[config.mk]
export PLATFORM = sky130hd
export DESIGN_NAME = radix2_butterfly_pipe
export DESIGN_NICKNAME = d
export VERILOG_FILES = /design/src/rtl/bfly_pkg.sv /design/src/rtl/bfly_cmul.sv /design/src/rtl/radix2_butterfly_pipe.sv
export SDC_FILE = /design/constraint.sdc
export NUM_CORES = 1
export LEC_CHECK = 0
export BUFFER_PORTS_ARGS = -buffer_cell sky130_fd_sc_hd__buf_2
export CORE_MARGIN = 2
export CORE_UTILIZATION = 50
export CTS_CLUSTER_DIAMETER = 120
export CTS_CLUSTER_SIZE = 20
export DETAILED_ROUTE_END_ITERATION = 10
export MAX_ROUTING_LAYER = met4
export PLACE_DENSITY_LB_ADDON = 0.2
export REMOVE_ABC_BUFFERS = 1
export SLEW_MARGIN = 20
export SYNTH_ARGS = -nofsm -noshare
export SYNTH_HDL_FRONTEND = slang
export SYNTH_SLANG_ARGS = --single-unit
[constraint.sdc]
create_clock -name Clock -period 7.67 [get_ports Clock]
set_input_delay 0.767 -clock Clock [delete_from_list [all_inputs] [get_ports Clock]]
set_output_delay 0.767 -clock Clock [all_outputs]
set_load 0.005 [all_outputs]
[src/rtl/bfly_pkg.sv]
// Shared constants and fixed-point helpers for the radix-2 butterfly and the FFT stage controller.
// Helpers work on a wide signed accumulator type; callers size-cast the result to their own width.
package bfly_pkg;

   localparam int W_DEF    = 8;
   localparam int FRAC_DEF = W_DEF - 1;
   localparam int ACC_W    = 64;

   typedef logic signed [ACC_W-1:0] acc_t;

   // Round half up, then drop frac fractional bits (arithmetic shift keeps the sign).
   function automatic acc_t round_shift(input acc_t x, input int frac);
      acc_t bias;
      bias = (frac > 0) ? (acc_t'(1) <<< (frac - 1)) : '0;
      return (x + bias) >>> frac;
   endfunction

   function automatic acc_t sat_clip(input acc_t x, input int w);
      acc_t hi;
      acc_t lo;
      hi = (acc_t'(1) <<< (w - 1)) - acc_t'(1);
      lo = -(acc_t'(1) <<< (w - 1));
      if (x > hi) return hi;
      if (x < lo) return lo;
      return x;
   endfunction

   function automatic logic is_sat(input acc_t x, input int w);
      acc_t hi;
      acc_t lo;
      hi = (acc_t'(1) <<< (w - 1)) - acc_t'(1);
      lo = -(acc_t'(1) <<< (w - 1));
      return (x > hi) || (x < lo);
   endfunction

   // Floor division by two when scaling is requested.
   function automatic acc_t scale_half(input acc_t x, input logic sc);
      return sc ? (x >>> 1) : x;
   endfunction

endpackage

[src/rtl/bfly_cmul.sv]
// Pipeline stages 1-2 of the butterfly: twiddle conjugate, four partial products, then
// complex combine with rounding. Operand A and the scale flag ride along to stay aligned.
module bfly_cmul
   import bfly_pkg::*;
#(
   parameter int W    = W_DEF,
   parameter int FRAC = W - 1
) (
   input  logic                i_clk,
   input  logic                i_rst_n,
   input  logic                i_en,
   input  logic                i_valid,
   input  logic                i_inverse,
   input  logic                i_scale,
   input  logic signed [W-1:0] i_a_re,
   input  logic signed [W-1:0] i_a_im,
   input  logic signed [W-1:0] i_b_re,
   input  logic signed [W-1:0] i_b_im,
   input  logic signed [W-1:0] i_w_re,
   input  logic signed [W-1:0] i_w_im,
   output logic                o_valid,
   output logic                o_scale,
   output logic signed [W-1:0] o_a_re,
   output logic signed [W-1:0] o_a_im,
   output logic signed [W+1:0] o_wb_re,
   output logic signed [W+1:0] o_wb_im
);

   localparam int PW = 2 * W + 1;

   // W+1 bits so conjugating the most negative twiddle value stays exact.
   logic signed [W:0]    w_wi_eff;
   logic signed [PW-1:0] w_p_rr;
   logic signed [PW-1:0] w_p_ii;
   logic signed [PW-1:0] w_p_ri;
   logic signed [PW-1:0] w_p_ir;
   logic signed [W+1:0]  w_wb_re;
   logic signed [W+1:0]  w_wb_im;

   logic signed [PW-1:0] r_p_rr;
   logic signed [PW-1:0] r_p_ii;
   logic signed [PW-1:0] r_p_ri;
   logic signed [PW-1:0] r_p_ir;
   logic signed [W-1:0]  r_s1_a_re;
   logic signed [W-1:0]  r_s1_a_im;
   logic                 r_s1_scale;
   logic                 r_s1_valid;

   logic signed [W+1:0]  r_s2_wb_re;
   logic signed [W+1:0]  r_s2_wb_im;
   logic signed [W-1:0]  r_s2_a_re;
   logic signed [W-1:0]  r_s2_a_im;
   logic                 r_s2_scale;
   logic                 r_s2_valid;

   assign w_wi_eff = i_inverse ? -(W + 1)'(i_w_im) : (W + 1)'(i_w_im);

   assign w_p_rr = PW'(i_b_re) * PW'(i_w_re);
   assign w_p_ii = PW'(i_b_im) * PW'(w_wi_eff);
   assign w_p_ri = PW'(i_b_re) * PW'(w_wi_eff);
   assign w_p_ir = PW'(i_b_im) * PW'(i_w_re);

   assign w_wb_re = (W + 2)'(round_shift(acc_t'(r_p_rr) - acc_t'(r_p_ii), FRAC));
   assign w_wb_im = (W + 2)'(round_shift(acc_t'(r_p_ri) + acc_t'(r_p_ir), FRAC));

   always_ff @(posedge i_clk or negedge i_rst_n) begin
      if (!i_rst_n) begin
         r_s1_valid <= 1'b0;
         r_s2_valid <= 1'b0;
      end else if (i_en) begin
         r_s1_valid <= i_valid;
         r_s2_valid <= r_s1_valid;
      end
   end

   always_ff @(posedge i_clk) begin
      if (i_en) begin
         r_p_rr     <= w_p_rr;
         r_p_ii     <= w_p_ii;
         r_p_ri     <= w_p_ri;
         r_p_ir     <= w_p_ir;
         r_s1_a_re  <= i_a_re;
         r_s1_a_im  <= i_a_im;
         r_s1_scale <= i_scale;
         r_s2_wb_re <= w_wb_re;
         r_s2_wb_im <= w_wb_im;
         r_s2_a_re  <= r_s1_a_re;
         r_s2_a_im  <= r_s1_a_im;
         r_s2_scale <= r_s1_scale;
      end
   end

   assign o_valid = r_s2_valid;
   assign o_scale = r_s2_scale;
   assign o_a_re  = r_s2_a_re;
   assign o_a_im  = r_s2_a_im;
   assign o_wb_re = r_s2_wb_re;
   assign o_wb_im = r_s2_wb_im;

endmodule

[src/rtl/radix2_butterfly_pipe.sv]
// Three-stage radix-2 DIT butterfly X0 = A + W*B, X1 = A - W*B with ready/valid handshake,
// optional halving, output saturation and a sticky overflow flag.
module radix2_butterfly_pipe
   import bfly_pkg::*;
#(
   parameter int W    = W_DEF,
   parameter int FRAC = W - 1
) (
   input  logic                Clock,
   input  logic                nReset,
   input  logic                in_valid,
   output logic                in_ready,
   input  logic signed [W-1:0] a_re,
   input  logic signed [W-1:0] a_im,
   input  logic signed [W-1:0] b_re,
   input  logic signed [W-1:0] b_im,
   input  logic signed [W-1:0] w_re,
   input  logic signed [W-1:0] w_im,
   input  logic                inverse,
   input  logic                scale,
   output logic                out_valid,
   input  logic                out_ready,
   output logic signed [W-1:0] x0_re,
   output logic signed [W-1:0] x0_im,
   output logic signed [W-1:0] x1_re,
   output logic signed [W-1:0] x1_im,
   output logic                ovf,
   input  logic                clr_ovf
);

   logic                w_adv;
   logic                w_s2_valid;
   logic                w_s2_scale;
   logic signed [W-1:0] w_s2_a_re;
   logic signed [W-1:0] w_s2_a_im;
   logic signed [W+1:0] w_s2_wb_re;
   logic signed [W+1:0] w_s2_wb_im;
   acc_t                w_pre [4];
   logic signed [W-1:0] w_res [4];
   logic                w_sat_any;

   logic                r_out_valid;
   logic signed [W-1:0] r_x0_re;
   logic signed [W-1:0] r_x0_im;
   logic signed [W-1:0] r_x1_re;
   logic signed [W-1:0] r_x1_im;
   logic                r_ovf;

   // Whole pipe moves as one; it only freezes when the output holds an unaccepted result.
   assign w_adv    = !r_out_valid || out_ready;
   assign in_ready = w_adv;

   bfly_cmul #(
      .W    (W),
      .FRAC (FRAC)
   ) u_cmul (
      .i_clk     (Clock),
      .i_rst_n   (nReset),
      .i_en      (w_adv),
      .i_valid   (in_valid),
      .i_inverse (inverse),
      .i_scale   (scale),
      .i_a_re    (a_re),
      .i_a_im    (a_im),
      .i_b_re    (b_re),
      .i_b_im    (b_im),
      .i_w_re    (w_re),
      .i_w_im    (w_im),
      .o_valid   (w_s2_valid),
      .o_scale   (w_s2_scale),
      .o_a_re    (w_s2_a_re),
      .o_a_im    (w_s2_a_im),
      .o_wb_re   (w_s2_wb_re),
      .o_wb_im   (w_s2_wb_im)
   );

   always_comb begin
      w_pre[0]  = scale_half(acc_t'(w_s2_a_re) + acc_t'(w_s2_wb_re), w_s2_scale);
      w_pre[1]  = scale_half(acc_t'(w_s2_a_im) + acc_t'(w_s2_wb_im), w_s2_scale);
      w_pre[2]  = scale_half(acc_t'(w_s2_a_re) - acc_t'(w_s2_wb_re), w_s2_scale);
      w_pre[3]  = scale_half(acc_t'(w_s2_a_im) - acc_t'(w_s2_wb_im), w_s2_scale);
      w_sat_any = 1'b0;
      for (int i = 0; i < 4; i++) begin
         w_res[i]  = W'(sat_clip(w_pre[i], W));
         w_sat_any = w_sat_any | is_sat(w_pre[i], W);
      end
   end

   always_ff @(posedge Clock or negedge nReset) begin
      if (!nReset) begin
         r_out_valid <= 1'b0;
         r_x0_re     <= '0;
         r_x0_im     <= '0;
         r_x1_re     <= '0;
         r_x1_im     <= '0;
         r_ovf       <= 1'b0;
      end else begin
         if (w_adv) begin
            r_out_valid <= w_s2_valid;
            if (w_s2_valid) begin
               r_x0_re <= w_res[0];
               r_x0_im <= w_res[1];
               r_x1_re <= w_res[2];
               r_x1_im <= w_res[3];
            end
         end
         // A fresh saturation overrides a simultaneous clear.
         r_ovf <= (r_ovf && !clr_ovf) || (w_adv && w_s2_valid && w_sat_any);
      end
   end

   assign out_valid = r_out_valid;
   assign x0_re     = r_x0_re;
   assign x0_im     = r_x0_im;
   assign x1_re     = r_x1_re;
   assign x1_im     = r_x1_im;
   assign ovf       = r_ovf;

endmodule

# Word level (Yosys, flattened, before mapping)

Cells that the tools add are included.
W data, S select, Z words.

Add/subtract/negate cells: 9
Multipliers: 4
Magnitude comparators: 8
Multiplexer cells: 33
Bitwise operators: 3
Reduce and logical (&&, ||, !) cells: 12

Operators with widths:

| operator                | count |
|---|---|
| $mux W8                 | 16 |
| $gt A11 B8 Y1 const B   | 4 |
| $lt A11 B8 Y1 const B   | 4 |
| $mux W10                | 4 |
| $add A17 B8 Y17 const B | 2 |
| $mul A8 B9 Y17          | 2 |
| $mul A8 B8 Y16          | 2 |
| $add A8 B10 Y11         | 2 |
| $sub A8 B10 Y11         | 2 |
| $add A17 B16 Y17        | 1 |
| $sub A16 B17 Y17        | 1 |
| $mux W1                 | 12 |
| $mux W9                 | 1 |
| $neg A8 Y9              | 1 |
| $logic_or A1 B1 Y1      | 6 |
| $logic_and A1 B1 Y1     | 3 |
| $or A1 B1 Y1            | 3 |
| $logic_not A1 Y1        | 2 |
| $reduce_and A2 Y1       | 1 |

Bits in registers: 156
Bits of input ports: 55
Word-level logic and storage cells: 89

# Longest topological paths before layout

Depth after elaboration: 9
Depth in mapped cells: 27
Depth with buffers taken out: 25

# Modules after synthesis

From an unflattened synthesis, not the netlist that was laid out.

Cell total of the unflattened synthesis: 1,975
Area, all modules: 19,406.1 um2

Modules (own cells, without submodules):

| module                | instances | cells each | area each (um2) | seq. area each (um2) |
|---|---|---|---|---|
| bfly_cmul             | 1         | 1,479      | 15,512.4        | 3,653.5 |
| radix2_butterfly_pipe | 1         | 496        | 3,893.7         | 850.8 |

# Worst setup path after synthesis

OpenSTA, ideal clock, no wires.

Path type: input-to-reg
Start point: input port w_im[0]
End point: register u_cmul.r_p_ri[16], data pin
Arrival time: 5,659 ps
Required time: 7,404 ps
Path slack: 1,745 ps
Cell stages on the path: 23
Path buffers: 2
Path through: clkbuf_1 > inv_1 > ha_1 > nand2_1 > o31ai_1 > xnor2_1 > clkbuf_1 > nand2_1 > fa_1 > fa_1 > inv_1 > fa_1 > inv_1 > fa_1 > inv_1 > ha_1 > o21ai_0 > a21boi_0 > o21ai_0 > a22oi_1 > a41o_1 > o41ai_1 > xnor2_1

Longest elaborated chain between the ends: 3

Ends and longest elaborated chain:

| element                | line                        | source |
|---|---|---|
| start: declaration     | radix2_butterfly_pipe.sv:18 | `input logic signed [W-1:0] w_im,` |
| $neg A8 Y9             | bfly_cmul.sv:56             | `assign w_wi_eff = i_inverse ? -(W + 1)'(i_w_im) : (W + 1)'(i_w_im);` |
| $mux W9 (*)            | bfly_cmul.sv:56             |  |
| $mul A8 B9 Y17 (*)     | bfly_cmul.sv:60             | `assign w_p_ri = PW'(i_b_re) * PW'(w_wi_eff);` |
| via u_cmul.w_p_ri[16]  | bfly_cmul.sv:35             | `logic signed [PW-1:0] w_p_ri;` |
| end signal: assignment | bfly_cmul.sv:80             | `r_p_ri <= w_p_ri;` |
| end: declaration       | bfly_cmul.sv:42             | `logic signed [PW-1:0] r_p_ri;` |

Mark *: on every way through the listed nets, which the timed path passes. The rest lies on a longest branch.
A chain may end at the register's enable or synchronous reset.

# Worst setup path after layout

Start point: input port w_im[0]
End point: register u_cmul.r_p_ii[16], data pin

Longest elaborated chain between the ends: 3

Ends and longest elaborated chain:

| element                | line            | source |
|---|---|---|
| $neg A8 Y9             | bfly_cmul.sv:56 |  |
| $mux W9 (*)            | bfly_cmul.sv:56 |  |
| $mul A8 B9 Y17 (*)     | bfly_cmul.sv:59 | `assign w_p_ii = PW'(i_b_im) * PW'(w_wi_eff);` |
| via u_cmul.w_p_ii[16]  | bfly_cmul.sv:34 | `logic signed [PW-1:0] w_p_ii;` |
| end signal: assignment | bfly_cmul.sv:79 | `r_p_ii <= w_p_ii;` |
| end: declaration       | bfly_cmul.sv:41 | `logic signed [PW-1:0] r_p_ii;` |

Marked as above.

==> impl_metrics.csv <==
group,metric,value,unit
grt,grt_max_degree,65,
critical_path,r2r-start,"u_cmul.o_a_re[3]",
cells_and_area,fillers,3479,
timing,skew,0.0121,ns
grt,use_met2,34.6,%
timing,fin_setup_tns,0,ns
grt,first_global_vias,13700,
logic_synthesis,synthFlopType,"edfxtp_1",
critical_path,critPathMaxStageDelay,0.57,ns
power,peakVddDrop,0.000305,V
power,p_per_area,443,mW/mm2
timing,period_minus_slack,6.09,ns
timing,setup_viol,0,
logic_synthesis,yosysTopAreaCellShare,24.4,%
logic_synthesis,synth_area_per_cell,9.74,um2
floorplan,core_area,0.0385,mm2
placement,dp_hpwl,31.2,mm
floorplan,die_y,201,um
cells_and_area,final_core_util,54.3,%
cts,cts_buffers,17,
grt,antenna_found_initial,0,
logic_synthesis,synthCells,1990,
logic_synthesis,synth_area,0.0194,mm2
detailed_routing,wl_per_cell,15.0,um
critical_path,timing.rr.end,"x0_re[2]",
floorplan,io_pins,90,
grt,track_usage,21.0,%
cts,postCtsSetupRepairBufs,0,
run_status,run_status,"finished, final reports clean",
timing,period_share,79.4,%
logic_synthesis,yosys.area.top_type,"fa_1",
grt,grt_first_pass_wirelength,66.5,mm
cts,clock_path_buffers,2,
logic_synthesis,synth_area_leaders,"fa_1, edfxtp_1, ha_1, inv_1, and2_1",
floorplan,die_x,201,um
hold_path,hold_path.class,"input port to asynchronous set/reset pin",
timing,fmax,164,MHz
critical_path,reg2reg_depth,9,
logic_synthesis,synth_edf_count,120,
cts,cts-htree-levels,4,
cts,tritoncts,"yes",
detailed_routing,first_iter_violations,592,
logic_synthesis,synth_seq_cells,156,
detailed_routing,first_pass_iters,5,
floorplan,start_util,50.4,%
detailed_routing,via_per_inst,5.19,
placement,place_congestion,0.854,
cells_and_area,diodes,0,
critical_path,crit_path_cell_trace,"buf_2 -> inv_1 -> ha_1 -> nand2_1 -> o31ai_1 -> xnor2_1 -> buf_4 -> nand2_1 -> fa_1 -> fa_1 -> inv_1 -> fa_1 -> inv_1 -> fa_1 -> inv_1 -> ha_1 -> o21ai_0 -> a21boi_0 -> o21ai_0 -> a22oi_1 -> a41o_1 -> o41a_1 -> xnor2_1",
flow_run,cap_viol_max_count,0,
cells_and_area,area_delta_synth_final,7.78,%
timing,slew_viol_final,0,
timing,tightestPinTransition,1.04,ns
placement,io_buffers,89,
critical_path,r2r_setup_slack,4.64,ns
detailed_routing,drt_wl_total,38.8,mm
cts,cts.reportedPaths.clkPinSlew,0.07,ns
timing,setup_slack,1.58,ns
critical_path,critPathLaunchType,"input port",
cts,root_buffer,"clkbuf_16",
cts,clk_latency,0.44,ns
critical_path,critPathCapture,"u_cmul.r_p_ii[16]",
power,design_power_total,0.00926,W
critical_path,crit_required,7.87,ns
cells_and_area,drive_gt1_share,7.71,%
critical_path,arrival,6.29,ns
logic_synthesis,yosysWarnings,0,
timing,rsz0062_at_grt,"false",
critical_path,critPathMaxFanout,17,
cts,cts_hold_buffers,0,
critical_path,path_class,"input port to flip-flop",
grt,overflow,0,
logic_synthesis,yosysSeqAreaShare,23.2,%
detailed_routing,ant_nets,0,
grt,grt_use_met3,2.21,%
floorplan,rows,72,
grt,met1_usage,27.3,%
timing,relSlewSlack,30.9,%
cells_and_area,final_nets,2560,
placement,dp.cells,2549,
cts,cts_repair_resize_count,0,
critical_path,worstSetupEndpointType,"flip-flop",
power,power_leakage,9.83,nW
critical_path,cp_slowest_cell,"xnor2_1",
detailed_routing,num_vias,13400,
critical_path,startpoint,"w_im[0]",
grt,top_usage_layer,"met2",
timing,hold_viol_final,0,
logic_synthesis,async_flop_share,23.1,%
cells_and_area,instances_no_fill,2581,
floorplan,die_area,0.0404,mm2
placement,dp_slack,1.12,ns
detailed_routing,remaining_drc_errors,0,
cts,clock-sinks,156,
logic_synthesis,synth.distinct_cells,76,
## critical path, delay by kind of cell
kind                     cells  cell delay (ns)
buffers and inverters        6             0.81
AO/OA/AOI/OAI                7             1.33
XOR/XNOR                     2             0.70
AND/OR/NAND/NOR              2             0.15
adder cells (fa/ha/maj)      6             2.52
## kinds of logic after synthesis
family | after synthesis | share of synthesized area (%)
AO/OA/AOI/OAI | 245 | 8.77
multiplexers | 13 | 0.691
buffers and inverters | 443 | 8.94
adder cells (fa/ha/maj) | 455 | 38.5
XOR/XNOR | 115 | 5.20
flip-flops | 156 | 23.2
AND/OR/NAND/NOR | 563 | 14.7
## final cells by class
type / instances / area, um2 / area share (%)
inverters: 386 / 1450 / 6.93
clock inverters: 9 / 91.3 / 0.437
multi-input cells: 1391 / 13200 / 63.0
repair buffers: 98 / 513 / 2.46
clock buffers: 23 / 533 / 2.55
well taps: 518 / 648 / 3.10
flip-flops and latches: 156 / 4500 / 21.6
## worst min path at each step
stage,start,end,slack [ns]
6_report,nReset,x0_re[4],0.39
5_1_grt,u_cmul.r_s1_a_re[2],u_cmul.o_a_re[2],0.42
4_1_cts,nReset,x0_re[0],0.40
3_5_place_dp,u_cmul.r_s1_a_im[3],u_cmul.o_a_im[3],0.41
3_3_place_gp,u_cmul.r_s1_a_im[4],u_cmul.o_a_im[4],0.41
2_1_floorplan,u_cmul.r_s1_a_im[0],u_cmul.o_a_im[0],0.40
## power breakdown
group | internal, W | switching [W]
clock | 0.000529 | 0.000361
combinational | 0.00289 | 0.00370
sequential | 0.00161 | 0.000178
total | 0.00502 | 0.00423
## state kept, by name, summed over array words and instances (netlist names)
name / count
u_cmul.r_p_ii: 17
u_cmul.r_p_ri: 17
u_cmul.r_p_ir: 16
u_cmul.r_p_rr: 16
u_cmul.o_wb_im: 10
u_cmul.o_wb_re: 10
u_cmul.o_a_im: 8
u_cmul.o_a_re: 8
u_cmul.r_s1_a_im: 8
u_cmul.r_s1_a_re: 8
x0_im: 8
x0_re: 8
x1_im: 8
x1_re: 8
out_valid: 1
ovf: 1
u_cmul.o_scale: 1
u_cmul.o_valid: 1
u_cmul.r_s1_scale: 1
u_cmul.r_s1_valid: 1
## cells in the final DEF (no fill, tap or decap), drive strengths merged, types with 4 or more instances in the layout
cell     instances
buf             98
or2              6
clkinv           5
a2111oi          4
nor2b           31
xnor2           92
nor2           109
edfxtp         120
xor2            23
and2           152
mux2i           10
o211ai          27
fa             236
a21oi           61
nand3           17
o31ai            9
clkbuf          23
o21ai           53
a31oi            8
nand2b          25
a31o             4
and3            11
inv            389
a21o             8
ha             219
o21a            22
nor3            36
or3             10
nand2          150
a211oi           4
o21bai           6
a21boi           9
dfrtp           36
## metal layers
layer	vias up	share of wire [%]
li1	6488	-
met1	6590	46
met2	256	48
met3	49	3.4
met4	0	2.5
met5	-	0
## Yosys cell counts, types with 4 or more instances
master / n
a211oi_1: 4
a21boi_0: 8
a21o_1: 8
a21oi_1: 59
a31o_2: 4
a31oi_1: 8
and2_1: 151
and3_1: 11
buf_2: 4
clkbuf_1: 45
dfrtp_1: 36
edfxtp_1: 120
fa_1: 236
ha_1: 219
inv_1: 384
mux2i_1: 10
nand2_1: 150
nand2b_1: 25
nand3_1: 17
nor2_1: 108
nor2b_1: 31
nor3_1: 35
o211ai_1: 26
o21a_1: 22
o21ai_0: 53
o21bai_1: 6
o31ai_1: 6
or2_2: 5
or3_1: 8
xnor2_1: 92
xor2_1: 23
## through the flow
step / hold WS (ns) / area (um2)
6_report: 0.389 / 20900
4_1_cts: 0.404 / 20900
2_1_floorplan: 0.400 / 19100
5_1_grt: 0.425 / 20900
3_3_place_gp: 0.406 / 20300
3_5_place_dp: 0.405 / 20300
Note: power is estimated with default switching activity, not from simulation.
